**config.mk**
```make
export PLATFORM = sky130hd
export DESIGN_NAME = morse_digit_decoder
export DESIGN_NICKNAME = d
export VERILOG_FILES = /design/src/rtl/morse_pkg.sv /design/src/rtl/morse_digit_decoder_key_sync.sv /design/src/rtl/morse_digit_decoder.sv
export SDC_FILE = /design/constraint.sdc
export NUM_CORES = 1
export LEC_CHECK = 0
export CORE_MARGIN = 8
export CORE_UTILIZATION = 30
export DETAILED_ROUTE_END_ITERATION = 8
export GPL_TIMING_DRIVEN = 0
export PLACE_DENSITY_LB_ADDON = 0.3
export SETUP_SLACK_MARGIN = 0.2
export SYNTH_ARGS = -nofsm -noshare
export SYNTH_HDL_FRONTEND = slang
export SYNTH_SLANG_ARGS = --single-unit
```
**constraint.sdc**
```tcl
create_clock -name clk -period 2.3 [get_ports clk]
set_input_delay 0.46 -clock clk [delete_from_list [all_inputs] [get_ports clk]]
set_output_delay 0.46 -clock clk [all_outputs]
set_load 0.01 [all_outputs]
```
**src/rtl/morse_pkg.sv**
```systemverilog
// morse_pkg
// Shared definitions for the Morse digit decoder:
//   - FSM state encoding (IDLE, PRESS, GAP, EMIT)
//   - symbol encoding (DOT = 0, DASH = 1)
//   - the ten 5-symbol digit patterns; the first symbol keyed is the MSB
//   - decode_code(): pattern lookup returning {valid, digit}
package morse_pkg;

    typedef enum logic [1:0] {
        ST_IDLE  = 2'd0,
        ST_PRESS = 2'd1,
        ST_GAP   = 2'd2,
        ST_EMIT  = 2'd3
    } morse_state_e;

    localparam logic SYM_DOT  = 1'b0;
    localparam logic SYM_DASH = 1'b1;

    localparam int CODE_LEN = 5;

    // Index = digit value. Bit 4 is the first symbol of the code.
    localparam logic [CODE_LEN-1:0] DIGIT_PAT [10] = '{
        5'b11111,  // 0 -----
        5'b01111,  // 1 .----
        5'b00111,  // 2 ..---
        5'b00011,  // 3 ...--
        5'b00001,  // 4 ....-
        5'b00000,  // 5 .....
        5'b10000,  // 6 -....
        5'b11000,  // 7 --...
        5'b11100,  // 8 ---..
        5'b11110   // 9 ----.
    };

    typedef struct packed {
        logic       valid;
        logic [3:0] digit;
    } decode_t;

    function automatic decode_t decode_code(input logic [CODE_LEN-1:0] code);
        decode_t r;
        r.valid = 1'b0;
        r.digit = 4'd0;
        for (int i = 0; i < 10; i++) begin
            if (code == DIGIT_PAT[i]) begin
                r.valid = 1'b1;
                r.digit = 4'(i);
            end
        end
        return r;
    endfunction

endpackage

```
**src/rtl/morse_digit_decoder_key_sync.sv**
```systemverilog
// key_sync
// Two-flop synchronizer for the asynchronous Morse key plus edge detection
// on the synchronized level.
// Ports:
//   clk   in   system clock
//   rst   in   synchronous active-high reset (clears all flops)
//   key   in   raw debounced key, asynchronous to clk
//   key_s out  synchronized key level
//   rise  out  high for one cycle on the first cycle key_s is high
//   fall  out  high for one cycle on the first cycle key_s is low
module key_sync (
    input  logic clk,
    input  logic rst,
    input  logic key,
    output logic key_s,
    output logic rise,
    output logic fall
);

    logic sync_1;
    logic sync_2;
    logic key_d;  // key_s delayed by one cycle, for edge detection

    always_ff @(posedge clk) begin
        if (rst) begin
            sync_1 <= 1'b0;
            sync_2 <= 1'b0;
            key_d  <= 1'b0;
        end else begin
            sync_1 <= key;
            sync_2 <= sync_1;
            key_d  <= sync_2;
        end
    end

    assign key_s = sync_2;
    assign rise  = sync_2 & ~key_d;
    assign fall  = ~sync_2 & key_d;

endmodule

```
**src/rtl/morse_digit_decoder.sv**
```systemverilog
// morse_digit_decoder
// Decodes 5-symbol Morse digits from a single key. Press length picks dot or
// dash; a long enough low gap (or the 5th symbol) closes the code.
// Optional feature macro: MORSE_ERR_OUT_EN -- when defined, err pulses for
// invalid or incomplete codes; when undefined, err is tied low and such codes
// are dropped silently.
// Parameters:
//   DASH_MIN   key-high cycles at or above which a press is a dash
//   GAP_MAX    key-low cycles that close a partial code
// Ports:
//   clk        in   system clock
//   rst        in   synchronous active-high reset
//   enable     in   decoder active; low aborts the code and holds IDLE
//   key        in   debounced key, asynchronous to clk
//   user_input out  last decoded digit, valid together with load
//   load       out  one-cycle strobe: new digit on user_input
//   err        out  one-cycle strobe: invalid/incomplete code
//   sym_count  out  symbols captured in the current code (0-5)
module morse_digit_decoder
    import morse_pkg::*;
#(
    parameter int DASH_MIN = 12500000,
    parameter int GAP_MAX  = 50000000
) (
    input  logic       clk,
    input  logic       rst,
    input  logic       enable,
    input  logic       key,
    output logic [3:0] user_input,
    output logic       load,
    output logic       err,
    output logic [2:0] sym_count
);

    localparam int PW = $clog2(DASH_MIN + 1);
    localparam int GW = $clog2(GAP_MAX + 1);
    localparam logic [PW-1:0] PRESS_SAT = PW'(DASH_MIN);
    localparam logic [GW-1:0] GAP_LIM   = GW'(GAP_MAX);

    logic key_s;
    logic rise;
    logic fall;

    key_sync u_key_sync (
        .clk   (clk),
        .rst   (rst),
        .key   (key),
        .key_s (key_s),
        .rise  (rise),
        .fall  (fall)
    );

    morse_state_e        state, state_n;
    logic [PW-1:0]       press_cnt, press_n, press_inc;
    logic [GW-1:0]       gap_cnt, gap_n, gap_inc;
    logic [CODE_LEN-1:0] shreg, shreg_n;
    logic [2:0]          sym_q, sym_n;
    logic [3:0]          user_q, user_n;
    decode_t             dec;
    logic                emit_live;
    logic                emit_ok;
    logic                sym_bit;

    always_ff @(posedge clk) begin
        if (rst) begin
            state     <= ST_IDLE;
            press_cnt <= '0;
            gap_cnt   <= '0;
            shreg     <= '0;
            sym_q     <= '0;
            user_q    <= '0;
        end else begin
            state     <= state_n;
            press_cnt <= press_n;
            gap_cnt   <= gap_n;
            shreg     <= shreg_n;
            sym_q     <= sym_n;
            user_q    <= user_n;
        end
    end

    always_comb begin
        state_n = state;
        press_n = press_cnt;
        gap_n   = gap_cnt;
        shreg_n = shreg;
        sym_n   = sym_q;
        user_n  = user_q;

        // The press cycle that sees the fall is counted too, so a press of
        // exactly DASH_MIN key_s-high cycles reaches the threshold.
        press_inc = (press_cnt == PRESS_SAT) ? press_cnt : press_cnt + PW'(1);
        gap_inc   = gap_cnt + GW'(1);
        sym_bit   = (press_inc == PRESS_SAT) ? SYM_DASH : SYM_DOT;

        dec       = decode_code(shreg);
        // Strobes are gated by rst/enable so the abort/reset cycle is silent.
        emit_live = (state == ST_EMIT) && enable && !rst;
        emit_ok   = emit_live && (sym_q == 3'd5) && dec.valid;

        case (state)
            ST_IDLE: begin
                if (rise) begin
                    state_n = ST_PRESS;
                    press_n = '0;
                end
            end
            ST_PRESS: begin
                press_n = press_inc;
                if (fall) begin
                    shreg_n = {shreg[CODE_LEN-2:0], sym_bit};
                    sym_n   = sym_q + 3'd1;
                    if (sym_q == 3'd4) begin
                        state_n = ST_EMIT;
                    end else begin
                        state_n = ST_GAP;
                        gap_n   = '0;
                    end
                end
            end
            ST_GAP: begin
                gap_n = gap_inc;
                // A rise in the expiry cycle still continues the code.
                if (rise) begin
                    state_n = ST_PRESS;
                    press_n = '0;
                end else if (gap_inc == GAP_LIM) begin
                    state_n = ST_EMIT;
                end
            end
            ST_EMIT: begin
                state_n = ST_IDLE;
                shreg_n = '0;
                sym_n   = '0;
                if (emit_ok) begin
                    user_n = dec.digit;
                end
            end
            default: begin
                state_n = ST_IDLE;
            end
        endcase

        if (!enable) begin
            state_n = ST_IDLE;
            shreg_n = '0;
            sym_n   = '0;
        end
    end

    // Bypass so the new digit is already visible in the load cycle.
    assign user_input = emit_ok ? dec.digit : user_q;
    assign load       = emit_ok;
    assign sym_count  = sym_q;

`ifdef MORSE_ERR_OUT_EN
    assign err = emit_live && !emit_ok;
`else
    assign err = 1'b0;
`endif

endmodule

```
==> results of run 1 <==
path summary, 6_finish.rpt:
| path | startpoint | endpoint | slack (ns) |
|---|---|---|---|
| hold reg to reg | u_key_sync.sync_1 | u_key_sync.key_s | 0.44 |
| setup reg to reg | press_cnt[3] | shreg[0] | 0.10 |
| hold / removal | u_key_sync.sync_1 | u_key_sync.key_s | 0.44 |
| setup / recovery | sym_count[1] | user_input[1] | 0.02 |
metrics by stage:
| step | hold slack [ns] | std cells | power, mW |
|---|---|---|---|
| after global placement | 0.428 | 747 | 1.27 |
| after floorplan | 0.414 | 556 | 1.23 |
| after global routing | 0.458 | 784 | 2.59 |
| final | 0.438 | 784 | 2.52 |
| after detailed placement | 0.427 | 747 | 1.27 |
| after CTS | 0.440 | 777 | 2.54 |
cell type report:
cell class,count,share of cell area
Clock buffer,11,0.0468
Multi-Input combinational cell,428,0.539
Clock inverter,3,0.00278
Timing Repair Buffer,34,0.0533
Sequential cell,67,0.256
Inverter,9,0.00626
Tap cell,180,0.0417
Buffer,52,0.0547
kinds of logic after synthesis:
logic type               after synthesis  synth area share
XOR/XNOR                              17            0.0356
buffers and inverters                 61            0.0565
adder cells (fa/ha/maj)                6            0.0179
AO/OA/AOI/OAI                        159             0.247
multiplexers                           8            0.0203
AND/OR/NAND/NOR                      237             0.301
other                                  1          0.000896
flip-flops                            67             0.320
registers in the layout, indices dropped and copies added (netlist names):
| signal | cells |
|---|---|
| u_key_sync.key_d | 1 |
| gap_cnt | 26 |
| u_key_sync.key_s | 1 |
| state | 2 |
| shreg | 5 |
| press_cnt | 24 |
| user_q | 4 |
| sym_count | 3 |
| u_key_sync.sync_1 | 1 |
metal layers:
metal | share of wire | track usage | vias to the layer above
met5 | 0 | 0 | -
met1 | 0.44 | 0.165 | 2173
met2 | 0.47 | 0.232 | 190
li1 | - | - | 2160
met4 | 0.023 | 0.0487 | 0
met3 | 0.069 | 0.0348 | 36
critical path, cell delays in order, from the launching register on:
cell and delay (ns):
sky130_fd_sc_hd__dfxtp_2 0.32, sky130_fd_sc_hd__inv_2 0.07, sky130_fd_sc_hd__ha_4 0.12, sky130_fd_sc_hd__nand4_1 0.15, sky130_fd_sc_hd__nor2_4 0.17, sky130_fd_sc_hd__o2111ai_4 0.17
sky130_fd_sc_hd__mux2_4 0.35, sky130_fd_sc_hd__buf_6 0.12
where the power goes:
group	switching, mW	internal [mW]
registers	0.00341	1.16
logic	0.0596	0.0216
clock network	0.510	0.770
layout by cell type (no fill, tap or decap), types with 13 or more instances in the layout:
master | netlist | routed
sky130_fd_sc_hd__nor2_1 | 61 | 57
sky130_fd_sc_hd__dfxtp_1 | 67 | 48
sky130_fd_sc_hd__a21oi_1 | 42 | 40
sky130_fd_sc_hd__o21ai_0 | 38 | 36
sky130_fd_sc_hd__nand2_1 | 34 | 33
sky130_fd_sc_hd__buf_4 | 1 | 23
sky130_fd_sc_hd__nand3_1 | 25 | 22
sky130_fd_sc_hd__clkbuf_1 | 46 | 21
sky130_fd_sc_hd__nand4_1 | 17 | 17
sky130_fd_sc_hd__a311oi_1 | 18 | 17
sky130_fd_sc_hd__nor3_1 | 21 | 14
sky130_fd_sc_hd__a22oi_1 | 14 | 14
sky130_fd_sc_hd__clkbuf_2 | 1 | 13
sky130_fd_sc_hd__a31oi_1 | 13 | 13
sky130_fd_sc_hd__dfxtp_2 | 0 | 13
what timing repair did:
item / CTS / global route
setup buffers: 16 / 7
gates cloned: 0 / 0
endpoints found under the setup margin: 28 / 38
pin swaps: 18 / 28
gates resized for setup: 97 / 66
==> impl_metrics.prom, run 1 <==
# TYPE chip_impl_metric gauge
chip_impl_info{name="run_status",value="finished clean"} 1
chip_impl_metric{name="clock_transition_at_path_regs",unit="ns"} 0.05
chip_impl_info{name="worst_setup_path_start_kind",value="register"} 1
chip_impl_metric{name="final_layout_size_suffix_gt1_frac",unit=""} 0.235
chip_impl_info{name="cts_tree",value="built"} 1
chip_impl_metric{name="worst_ir_drop_vdd",unit="mV"} 0.309
chip_impl_metric{name="utilization",unit=""} 0.392
chip_impl_metric{name="clock_tree.htree_level_count",unit=""} 3
chip_impl_metric{name="grt_start_max_net_pins",unit=""} 11
chip_impl_metric{name="totalWireLength",unit="um"} 13200
chip_impl_metric{name="die_area",unit="um^2"} 18000
chip_impl_metric{name="maxCapViolations",unit=""} 0
chip_impl_metric{name="area_of_the_multi_input_gates",unit="um^2"} 2910
chip_impl_metric{name="clkLatencyLatePin",unit="ns"} 0.34
chip_impl_metric{name="final-hold-violation-count",unit=""} 0
chip_impl_metric{name="cellPowerDensity",unit="nW/um^2"} 467
chip_impl_metric{name="cts.path.max_buffers",unit=""} 2
chip_impl_metric{name="die-width",unit="um"} 134
chip_impl_metric{name="cp.required",unit="ns"} 1.84
chip_impl_metric{name="floorplan.die.height",unit="um"} 134
chip_impl_metric{name="count_of_flip_flops_with_a_built_in_enable_after_synthesis",unit=""} 0
chip_impl_metric{name="detailedPlacementHpwl",unit="um"} 8450
chip_impl_metric{name="area_growth_syn_to_layout",unit="%"} 29.0
chip_impl_metric{name="fin_skew",unit="ns"} 0.00404
chip_impl_info{name="ys_dominant_reg_cell",value="sky130_fd_sc_hd__dfxtp_1"} 1
chip_impl_metric{name="total_leakage_power",unit="nW"} 1.78
chip_impl_metric{name="global_route_wire_length_before_repair",unit="um"} 20100
chip_impl_metric{name="globalRouteTotalUtil",unit=""} 0.137
chip_impl_metric{name="rows",unit=""} 43
chip_impl_metric{name="syn_avg_cell_area",unit="um^2"} 7.53
chip_impl_metric{name="vias",unit=""} 4559
chip_impl_metric{name="tightestPinTransition",unit="ns"} 0.748
chip_impl_info{name="synth_largest_area_cell",value="sky130_fd_sc_hd__dfxtp_1"} 1
chip_impl_info{name="root_buffer",value="sky130_fd_sc_hd__clkbuf_16"} 1
chip_impl_metric{name="detailedPlace.worstSlack",unit="ns"} -0.661
chip_impl_metric{name="postSynth.asyncResetShare",unit=""} 0
chip_impl_metric{name="clock_period_minus_worst_slack",unit="ns"} 2.28
chip_impl_metric{name="synth.ff_latch_count",unit=""} 67
chip_impl_metric{name="reg2reg_depth",unit=""} 6
chip_impl_info{name="criticalPathCategory",value="register to primary output"} 1
chip_impl_metric{name="route.detailed.wl_per_inst",unit="um"} 16.8
chip_impl_metric{name="ys_types",unit=""} 58
chip_impl_metric{name="ant_nets",unit=""} 0
chip_impl_info{name="timing.critical_path.to_type",value="primary output"} 1
chip_impl_metric{name="synth_sequential_area_ratio",unit=""} 0.320
chip_impl_metric{name="ctsHoldBuffers",unit=""} 0
chip_impl_metric{name="drt-pass1-iter-count",unit=""} 5
chip_impl_metric{name="port-buffer-count",unit=""} 11
chip_impl_metric{name="fin_crit_sh",unit=""} 0.993
chip_impl_metric{name="path_max_fanout",unit=""} 5
chip_impl_metric{name="placeableCoreArea",unit="um^2"} 13800
chip_impl_metric{name="holdPathStages",unit=""} 1
chip_impl_metric{name="final_net_count",unit=""} 611
chip_impl_metric{name="arrival",unit="ns"} 1.82
chip_impl_metric{name="detail_route.vias_per_cell",unit=""} 5.82
chip_impl_metric{name="placement.cell_area",unit="um^2"} 4550
chip_impl_metric{name="dr_iter_0_viols",unit=""} 494
chip_impl_metric{name="drt_drc_violations_left",unit=""} 0
chip_impl_metric{name="setup_violations_final",unit=""} 0
chip_impl_metric{name="synth_top_cell_area_share",unit=""} 0.320
chip_impl_metric{name="globalRoute.totalOverflow",unit=""} 0
chip_impl_info{name="synth_area_leaders",value="sky130_fd_sc_hd__dfxtp_1, sky130_fd_sc_hd__nor2_1, sky130_fd_sc_hd__a21oi_1"} 1
chip_impl_metric{name="sequential_cell_area",unit="um^2"} 1380
chip_impl_metric{name="n_fill_cell",unit=""} 1405
chip_impl_metric{name="number_of_global_route_vias_before_repair",unit=""} 4038
chip_impl_info{name="rsz0062_at_grt",value="yes"} 1
chip_impl_metric{name="syn-num-nets",unit=""} 566
chip_impl_metric{name="synth-warning-count",unit=""} 0
chip_impl_metric{name="slew_viol_final",unit=""} 0
chip_impl_info{name="worst_hold_path_type",value="register to register"} 1
chip_impl_metric{name="setup_tns",unit="ns"} 0
chip_impl_metric{name="synthCells",unit=""} 556
chip_impl_metric{name="cts_buffers",unit=""} 9
chip_impl_info{name="post_synth_most_frequent_cells",value="sky130_fd_sc_hd__dfxtp_1, sky130_fd_sc_hd__nor2_1, sky130_fd_sc_hd__clkbuf_1"} 1
chip_impl_metric{name="synth.cell_area",unit="um^2"} 4190
chip_impl_metric{name="grt_antenna_before_repair",unit=""} 0
chip_impl_metric{name="start_util",unit=""} 0.304
chip_impl_metric{name="io_pins",unit=""} 13
chip_impl_metric{name="postLayoutCellArea",unit="um^2"} 5400
chip_impl_metric{name="insertedDiodeCount",unit=""} 0
chip_impl_metric{name="postLayoutSetupSlackWorst",unit="ns"} 0.0163
chip_impl_metric{name="cts_sinks",unit=""} 67
chip_impl_metric{name="gpl.final_weighted_congestion",unit=""} 0.916
chip_impl_metric{name="max_clock_freq",unit="MHz"} 438
chip_impl_info{name="post-synth-top-count-cell",value="sky130_fd_sc_hd__dfxtp_1"} 1
chip_impl_metric{name="slew_headroom",unit=""} 0.501
No activity file was read; power rests on OpenSTA's default activity.
==> run 2: changes to the inputs <==
--- a/config.mk
+++ b/config.mk
@@ -10,6 +10,7 @@
 export DETAILED_ROUTE_END_ITERATION = 8
 export GPL_TIMING_DRIVEN = 0
 export PLACE_DENSITY_LB_ADDON = 0.3
+export REMOVE_ABC_BUFFERS = 1
 export SETUP_SLACK_MARGIN = 0.2
 export SYNTH_ARGS = -nofsm -noshare
 export SYNTH_HDL_FRONTEND = slang
==> constraint.sdc (replaced) <==
create_clock -name clk -period 2.55 [get_ports clk]
set_input_delay 0.51 -clock clk [delete_from_list [all_inputs] [get_ports clk]]
set_output_delay 0.51 -clock clk [all_outputs]
set_load 0.01 [all_outputs]
==> impl_metrics.prom, run 2 (synthesis results as in run 1) <==
# TYPE chip_impl_metric gauge
chip_impl_metric{name="clock_tree.htree_level_count",unit=""} 3
chip_impl_info{name="timing.critical_path.to_type",value="primary output"} 1
chip_impl_info{name="most-common-layout-cells",value="sky130_fd_sc_hd__nor2_1, sky130_fd_sc_hd__dfxtp_1, sky130_fd_sc_hd__a21oi_1, sky130_fd_sc_hd__o21ai_0, sky130_fd_sc_hd__nand2_1"} 1
chip_impl_metric{name="n_fill_cell",unit=""} 1434
chip_impl_metric{name="cp.required",unit="ns"} 2.04
chip_impl_metric{name="floorplan.die.height",unit="um"} 134
chip_impl_metric{name="max_clock_freq",unit="MHz"} 385
chip_impl_info{name="worst_hold_path_type",value="register to register"} 1
chip_impl_metric{name="crit_cells",unit=""} 10
chip_impl_metric{name="fin_crit_sh",unit=""} 1.02
chip_impl_metric{name="clock_period_minus_worst_slack",unit="ns"} 2.59
chip_impl_metric{name="cts_buffers",unit=""} 9
chip_impl_info{name="critical_path.top_delay_family",value="buffers and inverters"} 1
chip_impl_metric{name="final-hold-violation-count",unit=""} 0
chip_impl_metric{name="die-width",unit="um"} 134
chip_impl_metric{name="layoutNonFillerInstCount",unit=""} 738
chip_impl_info{name="cell_at_the_slowest_stage_of_the_critical_path",value="sky130_fd_sc_hd__dfxtp_2"} 1
chip_impl_info{name="worst_setup_path_start_kind",value="register"} 1
chip_impl_metric{name="globalRoute.totalOverflow",unit=""} 0
chip_impl_metric{name="critical_path_max_stage_delay",unit="ns"} 0.33
chip_impl_metric{name="detail_route.vias_per_cell",unit=""} 5.70
chip_impl_info{name="final_common_cell",value="sky130_fd_sc_hd__nor2_1"} 1
chip_impl_metric{name="cts_sinks",unit=""} 67
chip_impl_metric{name="holdPathStages",unit=""} 1
chip_impl_metric{name="insertedDiodeCount",unit=""} 0
chip_impl_metric{name="clkLatencyLatePin",unit="ns"} 0.34
chip_impl_metric{name="tightestPinTransition",unit="ns"} 1.07
chip_impl_metric{name="clock_transition_at_path_regs",unit="ns"} 0.06
chip_impl_metric{name="grt_start_max_net_pins",unit=""} 32
chip_impl_metric{name="maxCapViolations",unit=""} 0
chip_impl_metric{name="io_pins",unit=""} 13
chip_impl_metric{name="cellPowerDensity",unit="nW/um^2"} 467
chip_impl_metric{name="drt-pass1-iter-count",unit=""} 5
chip_impl_metric{name="largest_register_ffs",unit=""} 26
chip_impl_metric{name="gpl.final_weighted_congestion",unit=""} 0.842
chip_impl_metric{name="postLayoutSetupSlackWorst",unit="ns"} -0.0445
chip_impl_info{name="cp_common_cell",value="sky130_fd_sc_hd__buf_6"} 1
chip_impl_metric{name="dr_iter_0_viols",unit=""} 241
chip_impl_metric{name="fin_skew",unit="ns"} 0.00482
chip_impl_metric{name="timing.hold.ws",unit="ns"} 0.453
chip_impl_metric{name="rows",unit=""} 43
chip_impl_metric{name="total_leakage_power",unit="nW"} 1.59
chip_impl_metric{name="area_growth_syn_to_layout",unit="%"} 22.2
chip_impl_metric{name="slew_viol_final",unit=""} 0
chip_impl_metric{name="grt_antenna_before_repair",unit=""} 0
chip_impl_metric{name="route.detailed.wl_per_inst",unit="um"} 15.6
chip_impl_metric{name="drt_drc_violations_left",unit=""} 0
chip_impl_info{name="top_regs",value="gap_cnt (26), press_cnt (24), shreg (5)"} 1
chip_impl_metric{name="placed_cells",unit=""} 697
chip_impl_info{name="criticalPathCategory",value="register to primary output"} 1
chip_impl_info{name="cell_by_cell_listing_of_the_critical_path",value="inv_2 > ha_4 > nand4_1 > nor2_4 > o2111ai_4 > buf_6 > buf_6 > buf_6 > mux2_4 > buf_6"} 1
chip_impl_metric{name="path_buf_inv",unit=""} 5
chip_impl_metric{name="die_area",unit="um^2"} 18000
chip_impl_metric{name="globalRouteTotalUtil",unit=""} 0.127
chip_impl_metric{name="ant_nets",unit=""} 0
chip_impl_metric{name="slew_headroom",unit=""} 0.286
chip_impl_metric{name="path_max_fanout",unit=""} 3
chip_impl_info{name="root_buffer",value="sky130_fd_sc_hd__clkbuf_16"} 1
chip_impl_metric{name="vias",unit=""} 4209
chip_impl_metric{name="worst_ir_drop_vdd",unit="mV"} 0.267
chip_impl_metric{name="detailedPlacementHpwl",unit="um"} 7290
chip_impl_metric{name="cts.path.max_buffers",unit=""} 2
chip_impl_metric{name="start_util",unit=""} 0.304
chip_impl_info{name="run_status",value="finished, violations left"} 1
chip_impl_metric{name="placeableCoreArea",unit="um^2"} 13800
chip_impl_metric{name="final_layout_size_suffix_gt1_frac",unit=""} 0.188
chip_impl_metric{name="reg2reg_depth",unit=""} 5
chip_impl_metric{name="global_route_wire_length_before_repair",unit="um"} 19100
chip_impl_metric{name="utilization",unit=""} 0.371
chip_impl_metric{name="setup_violations_final",unit=""} 2
chip_impl_metric{name="totalWireLength",unit="um"} 11500
chip_impl_metric{name="number_of_global_route_vias_before_repair",unit=""} 3837
chip_impl_metric{name="final_net_count",unit=""} 563
chip_impl_info{name="rsz0062_at_grt",value="yes"} 1
chip_impl_info{name="cts_tree",value="built"} 1
chip_impl_info{name="violations",value="setup timing"} 1
chip_impl_metric{name="arrival",unit="ns"} 2.08
chip_impl_metric{name="port-buffer-count",unit=""} 11
chip_impl_info{name="largest-register",value="gap_cnt"} 1
==> run 2: changes by cell type in the layout (fill, tap and decap cells not counted), moves of 4 or more <==
cell | before | now
sky130_fd_sc_hd__dfxtp_1 | 48 | 52
sky130_fd_sc_hd__clkbuf_4 | 8 | 0
sky130_fd_sc_hd__clkbuf_1 | 21 | 0
sky130_fd_sc_hd__clkbuf_2 | 13 | 0
sky130_fd_sc_hd__clkinvlp_4 | 0 | 4
sky130_fd_sc_hd__buf_6 | 9 | 5
==> run 2: final cells by class <==
class	instances	area (um^2)	area share
clock buffers	9	225	0.0440
inverters	9	33.8	0.00660
well taps	180	225	0.0440
repair buffers	38	345	0.0675
flip-flops and latches	67	1370	0.268
clock inverters	7	77.6	0.0152
multi-input cells	428	2840	0.554
==> run 2: timing repair <==
action | 4_1_cts | 5_1_grt
pin swaps | 4 | 10
hold buffers | 0 | 0
gates resized for setup | 60 | 29
cloned | 1 | 0
endpoints found under the setup margin | 37 | 32
setup buffers | 9 | 15
==> run 2: worst paths after layout <==
check,startpoint,endpoint,slack [ns]
max reg2reg,state[1],gap_cnt[9],0.29
min reg2reg,u_key_sync.sync_1,u_key_sync.key_s,0.45
max,sym_count[1],user_input[1],-0.04
min,u_key_sync.sync_1,u_key_sync.key_s,0.45
==> run 2: power breakdown <==
group / switching, mW / internal [mW] / total [mW]
Combinational: 0.0452 / 0.0259 / 0.0711
Sequential: 0.00343 / 1.04 / 1.05
Clock: 0.511 / 0.761 / 1.27
==> run 2: layer usage <==
layer	wire length, um	GRT usage	vias to the layer above
met5	0	0	-
met4	208	0.0437	0
met3	362	0.0247	24
met2	5470	0.213	93
met1	5480	0.159	2013
li1	-	-	2079
==> run 2: stage by stage <==
| step | setup TNS (ns) | power [mW] | setup WS (ns) | cell area, um^2 |
|---|---|---|---|---|
| 5_1_grt | -0.190 | 2.47 | -0.116 | 5120 |
| 4_1_cts | -0.0557 | 2.42 | -0.0557 | 4890 |
| 6_report | -0.0451 | 2.39 | -0.0445 | 5120 |
| 3_3_place_gp | -44.71 | 1.13 | -2.38 | 4320 |
| 3_5_place_dp | -5.11 | 1.14 | -0.801 | 4340 |
| 2_1_floorplan | 0 | 1.10 | 0.261 | 3980 |
==> run 3: changes to the inputs <==
--- a/config.mk
+++ b/config.mk
@@ -5,7 +5,6 @@
 export SDC_FILE = /design/constraint.sdc
 export NUM_CORES = 1
 export LEC_CHECK = 0
-export CORE_MARGIN = 8
 export CORE_UTILIZATION = 30
 export DETAILED_ROUTE_END_ITERATION = 8
 export GPL_TIMING_DRIVEN = 0
==> impl_metrics.prom, run 3 (synthesis results as in run 1) <==
# TYPE chip_impl_metric gauge
chip_impl_info{name="run_status",value="finished clean"} 1
chip_impl_info{name="worst_hold_path_type",value="register to register"} 1
chip_impl_info{name="rr_endpoint",value="shreg[0]"} 1
chip_impl_metric{name="postLayoutSetupSlackWorst",unit="ns"} 0.0680
chip_impl_metric{name="intPower",unit="mW"} 1.85
chip_impl_metric{name="cts_buffers",unit=""} 9
chip_impl_metric{name="globalRoute.totalOverflow",unit=""} 0
chip_impl_metric{name="maxCapViolations",unit=""} 0
chip_impl_info{name="cell_at_the_slowest_stage_of_the_critical_path",value="sky130_fd_sc_hd__mux2_2"} 1
chip_impl_metric{name="rows",unit=""} 42
chip_impl_metric{name="io_pins",unit=""} 13
chip_impl_metric{name="final-hold-violation-count",unit=""} 0
chip_impl_metric{name="port-buffer-count",unit=""} 11
chip_impl_metric{name="area_of_the_multi_input_gates",unit="um^2"} 2790
chip_impl_metric{name="postLayoutCellArea",unit="um^2"} 4990
chip_impl_metric{name="cp.required",unit="ns"} 2.04
chip_impl_info{name="most-common-layout-cells",value="sky130_fd_sc_hd__nor2_1, sky130_fd_sc_hd__dfxtp_1, sky130_fd_sc_hd__a21oi_1, sky130_fd_sc_hd__o21ai_0, sky130_fd_sc_hd__nand2_1"} 1
chip_impl_metric{name="grt_start_max_net_pins",unit=""} 32
chip_impl_metric{name="slew_viol_final",unit=""} 0
chip_impl_metric{name="totalWireLength",unit="um"} 11500
chip_impl_metric{name="ant_nets",unit=""} 0
chip_impl_metric{name="share_seq_of_total_power",unit=""} 0.441
chip_impl_metric{name="ctsHoldBuffers",unit=""} 0
chip_impl_info{name="top_regs",value="gap_cnt (26), press_cnt (24), shreg (5)"} 1
chip_impl_metric{name="switchingPower",unit="mW"} 0.525
chip_impl_info{name="timing.critical_path.to_type",value="primary output"} 1
chip_impl_metric{name="power_frac_clock",unit=""} 0.526
chip_impl_metric{name="worst_ir_drop_vdd",unit="mV"} 0.298
chip_impl_metric{name="dr_iter_0_viols",unit=""} 335
chip_impl_metric{name="gpl.final_weighted_congestion",unit=""} 0.873
chip_impl_metric{name="cts_sinks",unit=""} 67
chip_impl_metric{name="vias",unit=""} 4172
chip_impl_info{name="cts_tree",value="built"} 1
chip_impl_metric{name="number_of_global_route_vias_before_repair",unit=""} 3710
chip_impl_metric{name="reg2reg_depth",unit=""} 6
chip_impl_metric{name="die-width",unit="um"} 120
chip_impl_metric{name="clock_tree.htree_level_count",unit=""} 3
chip_impl_info{name="worst_setup_path_start_kind",value="input port"} 1
chip_impl_metric{name="path_buf_inv",unit=""} 5
chip_impl_info{name="root_buffer",value="sky130_fd_sc_hd__clkbuf_16"} 1
chip_impl_metric{name="route.detailed.wl_per_inst",unit="um"} 15.9
chip_impl_metric{name="placement.cell_area",unit="um^2"} 4340
chip_impl_info{name="worstSetupEndpoint",value="user_input[1]"} 1
chip_impl_info{name="startpoint_of_the_most_critical_register_to_register_path",value="press_cnt[8]"} 1
chip_impl_metric{name="grt_antenna_before_repair",unit=""} 0
chip_impl_metric{name="detailedPlace.worstSlack",unit="ns"} -0.782
chip_impl_metric{name="global_route_wire_length_before_repair",unit="um"} 18400
chip_impl_metric{name="setup_violations_final",unit=""} 0
chip_impl_metric{name="placeableCoreArea",unit="um^2"} 13400
chip_impl_metric{name="crit_cells",unit=""} 9
chip_impl_info{name="largest-register",value="gap_cnt"} 1
chip_impl_metric{name="globalRouteTotalUtil",unit=""} 0.160
chip_impl_metric{name="max_clock_freq",unit="MHz"} 403
chip_impl_metric{name="fin_skew",unit="ns"} 0.00975
chip_impl_metric{name="cellPowerDensity",unit="nW/um^2"} 477
chip_impl_metric{name="final_net_count",unit=""} 553
chip_impl_metric{name="timing.hold.ws",unit="ns"} 0.459
chip_impl_metric{name="total_leakage_power",unit="nW"} 1.53
chip_impl_metric{name="die_area",unit="um^2"} 14400
chip_impl_info{name="cp_common_cell",value="sky130_fd_sc_hd__buf_6"} 1
chip_impl_metric{name="clkLatencyLatePin",unit="ns"} 0.34
chip_impl_metric{name="start_util",unit=""} 0.312
chip_impl_metric{name="detailedPlacementHpwl",unit="um"} 7110
chip_impl_metric{name="sw_frac_of_total",unit=""} 0.221
chip_impl_metric{name="drt-pass1-iter-count",unit=""} 5
chip_impl_metric{name="drt_drc_violations_left",unit=""} 0
chip_impl_info{name="rsz0062_at_grt",value="yes"} 1
chip_impl_metric{name="critical_path_max_stage_delay",unit="ns"} 0.28
chip_impl_metric{name="gate_power_share",unit=""} 0.033
chip_impl_metric{name="clock_transition_at_path_regs",unit="ns"} 0.05
chip_impl_info{name="final_common_cell",value="sky130_fd_sc_hd__nor2_1"} 1
chip_impl_metric{name="slew_headroom",unit=""} 0.413
chip_impl_metric{name="cts.path.max_buffers",unit=""} 2
chip_impl_metric{name="insertedDiodeCount",unit=""} 0
chip_impl_metric{name="fin_crit_sh",unit=""} 0.973
chip_impl_info{name="crit_start",value="rst"} 1
chip_impl_metric{name="arrival",unit="ns"} 1.97
chip_impl_metric{name="path_max_fanout",unit=""} 14
chip_impl_metric{name="tightestPinTransition",unit="ns"} 0.880
chip_impl_metric{name="final_layout_size_suffix_gt1_frac",unit=""} 0.159
chip_impl_metric{name="utilization",unit=""} 0.373
chip_impl_info{name="criticalPathCategory",value="input port to primary output"} 1
chip_impl_info{name="cell_by_cell_listing_of_the_critical_path",value="buf_4 > buf_12 > nand2b_4 > nor2_4 > o2111ai_4 > buf_6 > buf_6 > mux2_2 > buf_6"} 1
chip_impl_metric{name="n_fill_cell",unit=""} 1430
chip_impl_metric{name="sequential_cell_area",unit="um^2"} 1360
chip_impl_info{name="critical_path.top_delay_family",value="buffers and inverters"} 1
chip_impl_metric{name="regToRegSetupSlack",unit="ns"} 0.26
chip_impl_metric{name="clock_period_minus_worst_slack",unit="ns"} 2.48
chip_impl_metric{name="floorplan.die.height",unit="um"} 120
chip_impl_metric{name="largest_register_ffs",unit=""} 26
chip_impl_metric{name="detail_route.vias_per_cell",unit=""} 5.76
chip_impl_metric{name="area_growth_syn_to_layout",unit="%"} 19.3
[run 3: layout make-up]
class	count	share of cell area
Tap cell	176	0.0441
Clock buffer	11	0.0486
Inverter	9	0.00677
Sequential cell	67	0.273
Timing Repair Buffer	28	0.0589
Clock inverter	5	0.0105
Multi-Input combinational cell	428	0.558
[run 3: repair_timing]
action	CTS	global route
buffers inserted	5	8
pin swaps	3	6
cloned	1	1
resized for setup	45	31
setup endpoints to repair	42	47
[run 3: metrics by stage]
step / cells / TNS (ns) / power (mW)
floorplan: 504 / 0 / 1.10
global placement: 691 / -47.49 / 1.13
detailed placement: 693 / -6.38 / 1.13
CTS: 715 / 0 / 2.40
global route: 724 / 0 / 2.47
finish: 724 / 0 / 2.38
[run 3: per-layer routing]
| metal | track usage | share of wire | up-vias |
|---|---|---|---|
| met3 | 0.0475 | 0.051 | 18 |
| met1 | 0.201 | 0.46 | 1980 |
| met4 | 0.0602 | 0.014 | 0 |
| met2 | 0.257 | 0.47 | 133 |
| li1 | - | - | 2041 |
| met5 | 0 | 0 | - |
[run 3: power groups by stage]
stage                     sequential [mW]  combinational [mW]  clock [mW]
after floorplan                      1.07              0.0250           0
after global placement               1.08              0.0551           0
after detailed placement             1.08              0.0595           0
after CTS                            1.05              0.0717        1.28
after global routing                 1.05              0.0839        1.33
final                                1.05              0.0786        1.25
[run 3: worst min-delay path by stage]
stage          cells after the start  slack [ns]               end              start
5_1_grt                            1        0.47  u_key_sync.key_s  u_key_sync.sync_1
6_report                           1        0.46  u_key_sync.key_s  u_key_sync.sync_1
4_1_cts                            1        0.46  u_key_sync.key_s  u_key_sync.sync_1
3_3_place_gp                       1        0.46  u_key_sync.key_s  u_key_sync.sync_1
3_5_place_dp                       1        0.46  u_key_sync.key_s  u_key_sync.sync_1
2_1_floorplan                      1        0.41  u_key_sync.key_s  u_key_sync.sync_1
